[src/rtl/rr_mux_arbiter.sv]
// rtl/rr_mux_arbiter.sv - round-robin arbiter sharing a binary-tree mux between requesters
module rr_mux_arbiter #(
  parameter int level     = 4,
  parameter int data_sz   = 4,
  parameter int sel_sz    = 3,
  parameter int max_burst = 8
) (
  input  logic                                  clk,
  input  logic                                  rst_n,
  input  logic [(1<<(level-1))-1:0]             req_valid,
  input  logic [(1<<(level-1))*data_sz-1:0]     req_data,
  input  logic [(1<<(level-1))-1:0]             req_last,
  output logic [(1<<(level-1))-1:0]             req_ready,
  output logic                                  out_valid,
  output logic [data_sz-1:0]                    out_data,
  output logic                                  out_last,
  output logic [sel_sz-1:0]                     out_sel,
  input  logic                                  out_ready,
  output logic                                  busy
);

  localparam int NREQ = 1 << (level - 1);
  localparam int SW   = level - 1;
  localparam int BW   = $clog2(max_burst + 1);
  localparam logic [BW-1:0] LAST_BEAT = BW'(max_burst - 1);

  typedef enum logic {IDLE, LOCK} state_t;

  state_t          state, state_nxt;
  logic [SW-1:0]   ptr, ptr_nxt;
  logic [SW-1:0]   gnt, gnt_nxt;
  logic [BW-1:0]   beats, beats_nxt;
  logic [SW-1:0]   pick, cand;
  logic            found;
  logic [data_sz-1:0] mux_out;

  // Binary-tree mux: the deepest level holds the requester words, each upper
  // level halves the candidates using one grant bit, MSB at the root.
  for (genvar d = 0; d < level; d++) begin : g_lvl
    logic [data_sz-1:0] node [1<<d];
    if (d == level - 1) begin : g_leaf
      for (genvar i = 0; i < (1 << d); i++) begin : g_in
        assign node[i] = req_data[i*data_sz +: data_sz];
      end
    end else begin : g_inner
      for (genvar j = 0; j < (1 << d); j++) begin : g_sel
        assign node[j] = gnt[SW-1-d] ? g_lvl[d+1].node[2*j+1] : g_lvl[d+1].node[2*j];
      end
    end
  end
  assign mux_out = g_lvl[0].node[0];

  assign out_sel = sel_sz'(gnt);

  // Scan upward from ptr with wraparound and take the first valid requester.
  always_comb begin
    pick  = ptr;
    cand  = '0;
    found = 1'b0;
    for (int k = 0; k < NREQ; k++) begin
      cand = ptr + SW'(k);
      if (!found && req_valid[cand]) begin
        pick  = cand;
        found = 1'b1;
      end
    end
  end

  // State, pointer, grant and beat counter registers.
  always_ff @(posedge clk or negedge rst_n) begin
    if (!rst_n) begin
      state <= IDLE;
      ptr   <= '0;
      gnt   <= '0;
      beats <= '0;
    end else begin
      state <= state_nxt;
      ptr   <= ptr_nxt;
      gnt   <= gnt_nxt;
      beats <= beats_nxt;
    end
  end

  // Next-state and handshake outputs; the grant is held until a last beat is taken.
  always_comb begin
    state_nxt = state;
    ptr_nxt   = ptr;
    gnt_nxt   = gnt;
    beats_nxt = beats;
    req_ready = '0;
    out_valid = 1'b0;
    out_last  = 1'b0;
    out_data  = '0;
    busy      = (state == LOCK);
    case (state)
      IDLE: begin
        if (found) begin
          gnt_nxt   = pick;
          beats_nxt = '0;
          state_nxt = LOCK;
        end
      end
      LOCK: begin
        out_valid      = req_valid[gnt];
        req_ready[gnt] = out_ready;
        out_last       = req_last[gnt] || (beats == LAST_BEAT);
        out_data       = mux_out;
        if (out_valid && out_ready) begin
          if (out_last) begin
            beats_nxt = '0;
            ptr_nxt   = gnt + SW'(1);
            state_nxt = IDLE;
          end else begin
            beats_nxt = beats + BW'(1);
          end
        end
      end
      default: state_nxt = IDLE;
    endcase
  end

endmodule

[config.mk]
export PLATFORM = sky130hd
export DESIGN_NAME = rr_mux_arbiter
export DESIGN_NICKNAME = d
export VERILOG_FILES = /design/src/rtl/rr_mux_arbiter.sv
export SDC_FILE = /design/constraint.sdc
export NUM_CORES = 1
export LEC_CHECK = 0
export BUFFER_PORTS_ARGS = -buffer_cell sky130_fd_sc_hd__buf_2
export CAP_MARGIN = 20
export CORE_MARGIN = 2
export CORE_UTILIZATION = 43
export DETAILED_ROUTE_END_ITERATION = 12
export PLACE_DENSITY = 0.84
export SLEW_MARGIN = 5
export SYNTH_ARGS = -nofsm -noshare
export SYNTH_HDL_FRONTEND = slang
export SYNTH_SLANG_ARGS = --single-unit
[constraint.sdc]
create_clock -name clk -period 3.39 [get_ports clk]
set_clock_uncertainty 0.1 [all_clocks]
set_input_delay 0.5085 -clock clk [delete_from_list [all_inputs] [get_ports clk]]
set_output_delay 0.5085 -clock clk [all_outputs]
set_load 0.1 [all_outputs]
### Word-level counts from Yosys, hierarchy flattened

Cells that the tools add are included.

| storage, ports and cells | value |
|---|---|
| bits in registers | 11 |
| bits in latches | 0 |
| bits in writable memories | 0 |
| ROM bits | 0 |
| bits of input ports | 51 |
| output and inout bits | 18 |
| memories kept | 0 |

| operators by class | value |
|---|---|
| add/subtract/negate cells | 9 |
| $mul | 0 |
| div/mod/pow operators | 0 |
| magnitude comparators | 10 |
| equality and inequality tests | 3 |
| shift operators | 0 |
| multiplexer cells | 56 |
| bitwise gates (word level) | 2 |
| reductions and logical operators | 20 |

Operator list:

| operator | count |
|---|---|
| 4-bit 2-to-1 mux | 11 |
| 3-bit by 4-bit < comparator with 1-bit output, second input constant | 9 |
| 1-bit binary-select mux with 3-bit select | 10 |
| 1-bit 2-to-1 mux | 24 |
| 3-bit 2-to-1 mux | 7 |
| 3-bit adder, second input constant | 4 |
| 1-bit logical AND | 9 |
| 8-bit bitwise AND | 1 |
| 8-bit 2-to-1 mux | 1 |
| 4-bit one-hot mux with 2 select lines | 1 |
| 1-bit zero test | 7 |
| 3-bit by 1-bit adder with 3-bit output, second input constant | 2 |
| 3-bit by 2-bit adder with 3-bit output, second input constant | 2 |
| 4-bit by 1-bit adder with 4-bit output, second input constant | 1 |
| 4-bit by 3-bit equality test with 1-bit output, second input constant | 1 |
| 2-bit AND reduction | 2 |
| 1-bit demux with 3-bit select | 1 |
| 3-bit by 1-bit >= comparator with 1-bit output, second input constant | 1 |
| 3-bit AND reduction | 1 |
| 2-bit by 1-bit != test with 1-bit output, second input constant | 1 |
| 2-bit != test, second input constant | 1 |
| 1-bit one-hot mux with 2 select lines | 1 |
| 1-bit logical OR | 1 |
| 1-bit NOT | 1 |

### Logic depth before layout (Yosys ltp)

| depth | value |
|---|---|
| word-level depth | 26 |
| mapped depth | 11 |
| depth with buffers taken out | 8 |

### Worst setup path after synthesis

Ideal clock, no wire load.

| path | value |
|---|---|
| path type | register to output |
| start | reg gnt[0] (netlist: out_sel[0]) |
| end | out req_ready[3] |
| data arrival time | 4028 ps |
| path slack | -1246 ps |
| cell stages (with the launch flop) | 5 |
| path buffers | 2 |
| path through | dfrtp_1 > clkbuf_1 > clkbuf_1 > nand2_1 > nor3_1 |

| between the ends | value |
|---|---|
| word-level cells in the longest chain between the ends | 6 |

Ends and longest elaborated chain:

| element | line | text |
|---|---|---|
| start, declared | 31 | `logic [SW-1:0] gnt, gnt_nxt;` |
| start signal, assigned | 79 | `gnt <= gnt_nxt;` |
| 3-bit by 4-bit < comparator with 1-bit output (implied by the code) / 3-bit by 1-bit >= comparator with 1-bit output (equally long branches) | 105 | `req_ready[gnt] = out_ready;` |
| 1-bit logical AND (implied by the code) | 105 |  |
| 1-bit 2-to-1 mux (implied by the code) | 105 |  |
| 1-bit demux with 3-bit select (*) | 105 |  |
| 8-bit bitwise AND (no source line) (*) | - |  |
| 8-bit 2-to-1 mux (*) | 95 | `case (state)` |
| end, declared | 13 | `output logic [(1<<(level-1))-1:0] req_ready,` |

Mark *: on every way between the ends. The rest lies on a longest branch, timed or not.

### Worst setup path after layout

| path | value |
|---|---|
| start | reg gnt[2] (netlist: out_sel[2]) |
| end | out out_last |

| between the ends | value |
|---|---|
| word-level cells in the longest chain between the ends | 4 |

Ends and longest elaborated chain:

| element | line | text |
|---|---|---|
| 1-bit binary-select mux with 3-bit select | 106 | `out_last = req_last[gnt] \|\| (beats == LAST_BEAT);` |
| 1-bit 2-to-1 mux (implied by the code) | 106 |  |
| 1-bit logical OR | 106 |  |
| 1-bit 2-to-1 mux | 95 |  |
| end, declared | 16 | `output logic out_last,` |

No other way between the ends. The select of a mux whose other input is x is not followed.

==> impl_metrics.py <==
metrics = {
    "global_route": {
        "gr-usage-all-layers": 0.226,
        "grt_max_degree": 21,
        "antenna_violations_before_repair": 0,
        "overflow": 0,
        "number_of_global_route_vias_before_repair": 2002,
        "grt_pass1_wl_um": 9190,
    },
    "clock_network": {
        "numCtsBuffers": 3,
        "worst_setup_hold_path_clk_slew_ps": 50,
        "htree_levels": 1,
        "postCtsHoldBufs": 0,
        "worstSkewPairLatency_ps": 240,
        "postCtsSetupBuffers": 0,
        "max-clock-path-buffers": 2,
        "cell_chosen_for_the_clock_root": "clkbuf_8",
        "cts.repair.resized": 0,
        "numClockSinks": 11,
        "tritoncts": "built",
    },
    "placement": {
        "place_hpwl_um": 4320,
        "gp_routability_congestion": 0.999,
        "numPortBuffers": 68,
        "placed_cell_area_um2": 2360,
        "dpl.cell_count": 309,
    },
    "synth": {
        "synthDistinctLibCells": 49,
        "synthesis.yosys.warnings": 0,
        "post_synth.cell_area_avg_um2": 9.68,
        "synth_enable_flop_cells": 0,
        "postSynthRegisterBits": 11,
        "mapped_nets": 251,
        "post_synthesis_instance_area_um2": 1900,
        "synth_seq_area_share": 0.145,
        "synth_cells": 196,
        "postSynth.asyncResetShare": 1.00,
        "synth_top_flop_cell": "dfrtp_1",
    },
    "outcome": {
        "run_status": "finished clean",
    },
    "cells_and_area": {
        "final_cell_mix": "68 x buf_2, 22 x mux4_2, 20 x nand2_1",
        "multi_input_gate_area_in_the_final_layout_um2": 1610,
        "layout.cells.most_common": "buf_2",
        "area.growth.synth_to_final_pct": 26.8,
        "drive_gt1_frac": 0.487,
        "antenna_cells_inserted": 0,
        "final_cells": 313,
        "layout.cell_area.non_filler_um2": 2410,
        "final_nets": 317,
        "sequential_cell_area_um2": 277,
        "final.fill_count": 385,
    },
    "drt": {
        "ant_nets": 0,
        "drt_first_iter_violations": 70,
        "drt-pass1-iter-count": 4,
        "total_routed_wirelength_um": 5370,
        "num_vias": 1947,
        "via_per_inst": 6.22,
        "drcViolationCount": 0,
        "route.detailed.wl_per_inst_um": 17.1,
    },
    "worst_setup_path": {
        "critical_path.top_delay_family": "flip-flops",
        "cp_max_fo": 18,
        "crit_type": "flip-flop to output pin",
        "critPathCaptureType": "output pin",
        "worstPathCellList": "mux4_2, nor2_1, o22ai_1, and2_1, buf_2",
        "cpMaxStageDelayCell": "dfrtp_1",
        "critPathLaunchType": "flip-flop",
        "cp_data_required_time_ps": 2780,
        "worst_ep_arrival_time_ps": 2280,
        "timing.critical_path.buf_inv": 1,
        "critical_path.max_stage_delay_ps": 860,
    },
    "timing": {
        "fin_crit_ps": 2880,
        "rsz0062_at_grt": "false",
        "report.final.hold_viol_count": 0,
        "timing.final.crit_share": 0.851,
        "setup_tns_ps": 0,
        "slew_violations": 0,
        "final.hold.worst_slack_ps": 39.5,
        "worst-slew-pin-transition_ps": 809,
        "fmax_mhz": 347,
        "report.final.setup_viol": 0,
        "relSlewSlack": 0.461,
    },
    "die": {
        "boundaryPins": 69,
        "floorplan.initialDensity": 0.442,
        "row_count": 24,
        "floorplan.core_area_um2": 4290,
        "floorplan.die.height_um": 70.4,
        "area_of_the_die_um2": 4960,
        "die_width_um": 70.4,
    },
    "worst_hold_path": {
        "type_of_the_most_critical_hold_path": "primary input to asynchronous set/reset pin",
    },
    "run": {
        "drv.max_cap_violation_count": 0,
    },
}
-- logic make-up after synthesis --
kind of cell | Yosys count | share of synthesized area
compound gates | 36 | 0.144
xor+xnor | 5 | 0.0270
fa+ha+maj | 4 | 0.0264
buf+inv | 21 | 0.0508
flops | 11 | 0.145
mux | 45 | 0.416
simple gates | 74 | 0.191
-- final cells by class --
cell class              count  area share
flip-flops and latches     11       0.115
repair buffers             74       0.160
inverters                   8      0.0125
well taps                  52      0.0270
clock buffers               4      0.0187
multi-input cells         164       0.667
-- metal layers --
layer  share of wire  global-route usage  up-vias  routed length [µm]
met2            0.50               0.413       85                2670
li1                -                   -      898                   -
met5               0                   0        -                   0
met1            0.41               0.268      946                2220
met4           0.021              0.0705        0                 115
met3           0.068              0.0375       18                 364
-- metrics by stage --
| step | util | setup slack (ps) |
|---|---|---|
| 3_5_place_dp | 0.550 | 596 |
| 4_1_cts | 0.561 | 506 |
| 5_1_grt | 0.561 | 337 |
| 6_report | 0.561 | 506 |
| 3_3_place_gp | 0.550 | 662 |
| 2_1_floorplan | - | 30.2 |
-- synth_stat cells (all sizes together) (2+ instances only) --
library cell,count,area share
nor3,4,0.013
mux2i,11,0.058
nor2,18,0.036
buf,5,0.019
nand3,11,0.029
mux4,25,0.30
xnor2,2,0.0092
nand3b,3,0.012
a21oi,4,0.011
a31oi,3,0.0099
a32oi,2,0.0092
o22ai,4,0.013
ha,4,0.026
dfrtp,11,0.15
mux2,9,0.055
o21ai,6,0.016
and2,5,0.018
clkbuf,8,0.016
a22o,2,0.0092
a32o,3,0.016
o31ai,2,0.0079
nand2,20,0.040
xor2,3,0.018
inv,8,0.016
nor2b,4,0.013
nand2b,4,0.013
-- path summary, 6_finish.rpt --
kind	end	slack, ps	from	cells past startpoint
worst max-delay path	out_last	510	out_sel[2]	5
worst min-delay path	ptr[1]	40	rst_n	1
worst max register to register	beats[0]	560	ptr[1]	8
worst min register to register	beats[1]	440	beats[1]	1
max in group asynchronous	out_sel[0]	2910	rst_n	1
min in group clk	beats[1]	440	beats[1]	1
-- sequential cells by signal, summed over array words and instances, names as in the netlist --
| signal | flops |
|---|---|
| beats | 4 |
| busy | 1 |
| out_sel | 3 |
| ptr | 3 |
Power is not shown: default switching activity piles up to over one toggle a cycle in this logic, so the estimate is an artifact.
